===== config.mk =====
export PLATFORM = sky130hd
export DESIGN_NAME = uart_rx_param
export DESIGN_NICKNAME = d
export VERILOG_FILES = /design/src/rtl/uart_rx_param.sv
export SDC_FILE = /design/constraint.sdc
export NUM_CORES = 1
export LEC_CHECK = 0
export BUFFER_PORTS_ARGS = -buffer_cell sky130_fd_sc_hd__buf_4
export CORE_UTILIZATION = 60
export DETAILED_ROUTE_END_ITERATION = 7
export PLACE_DENSITY = 0.9
export SETUP_SLACK_MARGIN = 0.1
export SLEW_MARGIN = 40
export SYNTH_ARGS = -nofsm -noshare
export SYNTH_HDL_FRONTEND = slang
export SYNTH_SLANG_ARGS = --single-unit

===== constraint.sdc =====
create_clock -name clkRx -period 5.14 [get_ports clkRx]
set_clock_uncertainty 0.1 [all_clocks]
set_input_delay 0.514 -clock clkRx [delete_from_list [all_inputs] [get_ports clkRx]]
set_output_delay 0.514 -clock clkRx [all_outputs]
set_load 0.005 [all_outputs]

===== src/rtl/uart_rx_param.sv =====
// uart_rx_param: parametrised UART receiver with synchroniser, glitch rejection, parity/framing/overrun flags and a valid/ack holding register
module uart_rx_param #(
  parameter int DATA_BITS = 8,
  parameter int CPB_0     = 41667,
  parameter int CPB_1     = 20833,
  parameter int CPB_2     = 10417,
  parameter int CPB_3     = 5208
) (
  input  logic                 clkRx,
  input  logic                 reset,
  input  logic                 serialInput,
  input  logic [1:0]           baudRate,
  input  logic [1:0]           parity,
  input  logic                 stopBits,
  input  logic                 readAck,
  output logic [DATA_BITS-1:0] data,
  output logic                 dataValid,
  output logic                 parityError,
  output logic                 framingError,
  output logic                 overrun
);
  typedef enum logic [2:0] {IDLE, START, DATA, PARITY, STOP} state_t;
  state_t                 r_state, w_next;
  logic                   r_sync, r_rx_s, r_rx_prev;
  logic [15:0]            r_cnt, r_cpb;
  logic [3:0]             r_idx;
  logic [DATA_BITS-1:0]   r_shift;
  logic [1:0]             r_par;
  logic                   r_two, r_stop_idx, r_par_err, r_frame_err;
  logic [15:0]            w_sel_cpb, w_half;
  logic                   w_start, w_tick, w_par_on, w_done, w_frame_fe;
  assign w_sel_cpb  = baudRate == 2'd0 ? 16'(CPB_0) : baudRate == 2'd1 ? 16'(CPB_1) :
                      baudRate == 2'd2 ? 16'(CPB_2) : 16'(CPB_3);
  assign w_half     = (r_cpb - 16'd1) >> 1;
  assign w_start    = r_rx_prev & ~r_rx_s;
  assign w_tick     = r_state == START ? r_cnt == w_half : r_cnt == r_cpb - 16'd1;
  assign w_par_on   = r_par == 2'b01 || r_par == 2'b10;
  assign w_done     = r_state == STOP && w_tick && (!r_two || r_stop_idx);
  assign w_frame_fe = r_frame_err | ~r_rx_s;
  always_comb begin
    w_next = r_state;
    case (r_state)
      IDLE:    w_next = w_start ? START : IDLE;
      START:   if (w_tick) w_next = r_rx_s ? IDLE : DATA;
      DATA:    if (w_tick && r_idx == 4'(DATA_BITS - 1)) w_next = w_par_on ? PARITY : STOP;
      PARITY:  if (w_tick) w_next = STOP;
      STOP:    if (w_done) w_next = IDLE;
      default: w_next = IDLE;
    endcase
  end
  always_ff @(posedge clkRx) begin
    if (reset) begin
      r_state      <= IDLE;
      r_sync       <= 1'b1;
      r_rx_s       <= 1'b1;
      r_rx_prev    <= 1'b1;
      r_cnt        <= '0;
      r_cpb        <= '0;
      r_idx        <= '0;
      r_shift      <= '0;
      r_par        <= '0;
      r_two        <= 1'b0;
      r_stop_idx   <= 1'b0;
      r_par_err    <= 1'b0;
      r_frame_err  <= 1'b0;
      data         <= '0;
      dataValid    <= 1'b0;
      parityError  <= 1'b0;
      framingError <= 1'b0;
      overrun      <= 1'b0;
    end else begin
      r_sync    <= serialInput;
      r_rx_s    <= r_sync;
      r_rx_prev <= r_rx_s;
      r_state   <= w_next;
      r_cnt     <= (r_state == IDLE || w_tick) ? '0 : r_cnt + 16'd1;
      // frame settings are frozen at the falling edge so mid-frame changes are ignored
      if (r_state == IDLE && w_start) begin
        r_cpb       <= w_sel_cpb;
        r_par       <= parity;
        r_two       <= stopBits;
        r_idx       <= '0;
        r_stop_idx  <= 1'b0;
        r_par_err   <= 1'b0;
        r_frame_err <= 1'b0;
      end
      if (r_state == DATA && w_tick) begin
        r_shift <= {r_rx_s, r_shift[DATA_BITS-1:1]};
        r_idx   <= r_idx + 4'd1;
      end
      if (r_state == PARITY && w_tick) r_par_err <= (^r_shift) ^ r_rx_s ^ (r_par == 2'b01);
      if (r_state == STOP && w_tick) begin
        r_frame_err <= w_frame_fe;
        r_stop_idx  <= 1'b1;
      end
      // overrun can only be live while a word is held, so it tracks valid-and-not-acked
      if (w_done) begin
        data         <= r_shift;
        parityError  <= r_par_err;
        framingError <= w_frame_fe;
        dataValid    <= 1'b1;
        overrun      <= dataValid & ~readAck;
      end else if (readAck && dataValid) begin
        dataValid <= 1'b0;
        overrun   <= 1'b0;
      end
    end
  end
endmodule


==> flow_summary.ini <==
[timing]
finalHoldViolCount = 0
rsz0062_at_grt = false
slew_headroom_pct = 47.1
worstMarginPinSlew_ns = 0.790
maxSlewViolCount = 0
timing.fmax_ghz = 0.249
fin_crit_sh_pct = 78.1
setup_viol = 0
tns_ns = 0
fin_crit_ns = 4.02

[grt]
grt_pass1_wl_mm = 13.0
antenna_found_initial = 0
grt_overflow_total = 0
grtUsageTotal_pct = 26.6
grt_max_degree = 47
grt_pass1_vias = 2854

[critical_path]
cp_slowest_cell = nor3b_2
crit_type = flop to flop
r2r-end = r_idx[2]$_SDFFE_PP0P_
worstPathRequired_ns = 5.34
path_cells = nor3b_2 > buf_4 > mux2i_1 > o211ai_1 > xnor2_1 > nand4_1 > or4_1 > or4_4 > or4b_1 > nand3_1
reg2regPathDepth = 10
critPathLaunchType = flop
rr_startpoint = r_state[0]$_SDFFE_PP0P_
critPathArrivalTime_ns = 4.22
max_stage_delay_ns = 0.73
worstPathMaxFanout = 12
cp-end-kind = flop
reg2reg_slack_ns = 1.12

[die]
initial_utilization_pct = 63.9
coreArea_um2 = 5640
chipWidth_um = 79.5
row_count = 27
die-area_um2 = 6320
pin_count = 21
die_y_um = 79.5

[clocking]
cts_tree = yes
cts-root-buf = clkbuf_8
cts_sinks = 62
cts.repair.resized = 0
cts.reportedPaths.clkPinSlew_ns = 0.08
cts_buffer_depth = 2
holdBufCountCts = 0
cts_max_level = 3
cts_made_buffers = 9
cts_setup_buffers = 0
clk_latency_ns = 0.36

[layout]
post-route-util_pct = 68.9
multi_input_area_um2 = 2150
final_cell_mix = 62 x dfxtp_1, 56 x nor2_1, 40 x nand2_1, 30 x xnor2_1, 24 x a21oi_1
final_common_cell = dfxtp_1
final_area_um2 = 3890
syn_to_final_growth_pct = 7.92
fillers = 398
antenna_cells = 0
drive_gt1_share_pct = 11.4
seq_area_um2 = 1240
final_nets = 456

[synthesis]
synth-main-ff-cell = dfxtp_1
netlist_instances = 432
synth.distinct_cells = 59
synth-edff-count = 0
ys_warn_count = 0
seq_area_frac_synth_pct = 34.4
synth_nets = 453
ys_ff_latch = 62
async_flop_share_pct = 0
synth.avg_cell_area_um2 = 8.34
syn_area_um2 = 3600

[power_and_ir_drop]
vdd_drop_max_mv = 0.295
p_leak_nw = 1.56
switchingPower_uw = 316
power_frac_comb_pct = 13.8
powerDensity_nw_per_um2 = 267
swShare_pct = 30.4
p_int_uw = 724
p_clk_share_pct = 38.6
seq_power_share_pct = 47.7

[worst_hold_path]
hold_path_class = primary input to flop
min_from = serialInput
hold_path_end = r_sync$_SDFF_PP1_
hold_path_depth = 2

[placed_design]
hpwlAfterDp_mm = 5.71
portBuffers = 20
place.gp.congestion = 1.01
dpl_cell_area_um2 = 3690

[routing]
avgViaCountPerCell = 6.14
ant_nets = 0
avgRoutedWirePerCell_um = 15.7
route.detailed.drc = 0
first_pass_iters = 5
vias = 3142
routed_wl_mm = 8.03
drt_iter0_markers = 338

[status]
status = completed

[flow_run]
cap_violations = 0
==> metrics by stage <==
step / setup slack (ns) / total power [mW] / hold WS (ns) / std cells
3_3_place_gp: 1.21 / 0.643 / 0.293 / 496
4_1_cts: 1.18 / 1.04 / 0.232 / 512
6_report: 1.12 / 1.04 / 0.231 / 512
5_1_grt: 0.936 / 1.07 / 0.231 / 512
2_1_floorplan: 1.53 / 0.617 / 0.289 / 432
3_5_place_dp: 1.19 / 0.646 / 0.305 / 496
==> cells in the mapped netlist (4+ instances only) <==
| cell type | n | area [µm²] |
|---|---|---|
| nand3_1 | 21 | 105 |
| buf_2 | 5 | 25.0 |
| a21oi_1 | 24 | 120 |
| nand2b_1 | 4 | 25.0 |
| mux2i_1 | 18 | 180 |
| nand4b_1 | 4 | 35.0 |
| clkbuf_1 | 17 | 63.8 |
| a22oi_1 | 4 | 30.0 |
| dfxtp_1 | 62 | 1240 |
| buf_6 | 4 | 45.0 |
| nand4_1 | 7 | 43.8 |
| buf_4 | 4 | 30.0 |
| inv_1 | 15 | 56.3 |
| and3_1 | 6 | 37.5 |
| o21ai_0 | 9 | 45.0 |
| xor2_1 | 16 | 140 |
| nor3_1 | 8 | 40.0 |
| a211oi_1 | 5 | 37.5 |
| xnor2_1 | 30 | 263 |
| ha_1 | 12 | 150 |
| o211ai_1 | 4 | 30.0 |
| nand2_1 | 40 | 150 |
| a32oi_1 | 4 | 35.0 |
| nor2_1 | 56 | 210 |
| nor2b_1 | 4 | 25.0 |
==> power by group through the flow <==
stage                     clock (mW)  sequential (mW)  combinational [mW]
after global placement             0            0.506               0.137
after floorplan                    0            0.500               0.117
after CTS                      0.401            0.495               0.140
final                          0.401            0.496               0.143
after detailed placement           0            0.507               0.139
after global routing           0.419            0.496               0.155
==> cells by family (layout without fill, tap and decap cells) <==
kind of cell               Yosys count  in the layout  synth area share (%)
and+or+nand+nor                    178            178                  26.0
AOI/OAI and AO/OA                   71             71                  13.1
DFF                                 62             62                  34.4
xor gates and xnor gates            46             46                  11.2
buffers and inverters               45             53                  6.11
muxes                               18             18                  5.00
adders and majority gates           12             12                  4.17
==> sequential cells by signal, summed over array words and instances (netlist names) <==
signal / flops
data: 8
dataValid: 1
framingError: 1
overrun: 1
parityError: 1
r_cnt: 16
r_cpb: 10
r_frame_err: 1
r_idx: 4
r_par: 2
r_par_err: 1
r_rx_prev: 1
r_rx_s: 1
r_shift: 8
r_state: 3
r_stop_idx: 1
r_sync: 1
r_two: 1
==> how the worst max path moves through the flow <==
stage	startpoint	to	slack (ns)	cells past startpoint
6_report	r_state[0]$_SDFFE_PP0P_	r_idx[2]$_SDFFE_PP0P_	1.12	10
5_1_grt	r_state[0]$_SDFFE_PP0P_	r_idx[2]$_SDFFE_PP0P_	0.94	10
4_1_cts	r_state[0]$_SDFFE_PP0P_	r_idx[2]$_SDFFE_PP0P_	1.18	10
3_5_place_dp	r_state[0]$_SDFFE_PP0P_	r_idx[2]$_SDFFE_PP0P_	1.19	10
3_3_place_gp	r_state[0]$_SDFFE_PP0P_	r_idx[2]$_SDFFE_PP0P_	1.21	10
2_1_floorplan	r_cpb[9]$_SDFFE_PP0P_	r_idx[2]$_SDFFE_PP0P_	1.53	13
==> layout make-up <==
| cell class | count | area share, % |
|---|---|---|
| inverter | 15 | 1.45 |
| tap | 72 | 2.32 |
| clock buffer | 9 | 3.19 |
| multi-input combinational | 325 | 55.4 |
| timing repair buffer | 22 | 4.25 |
| clock inverter | 7 | 1.51 |
| sequential | 62 | 31.9 |
==> metal layers <==
layer,share of wire (%),vias to the layer above,track usage [%]
li1,-,1499,-
met2,46,146,43.2
met4,2.4,0,13.5
met5,0,-,0
met1,44,1475,33.9
met3,7.8,22,4.46
==> critical path: cells and delay by family (launching register included) <==
kind / cells / cell delay [ns]
XOR/XNOR: 1 / 0.25
flip-flops: 1 / 0.54
AO/OA/AOI/OAI: 1 / 0.12
multiplexers: 1 / 0.21
buffers and inverters: 1 / 0.30
AND/OR/NAND/NOR: 6 / 2.45
No activity file was read; power rests on OpenSTA's default activity.
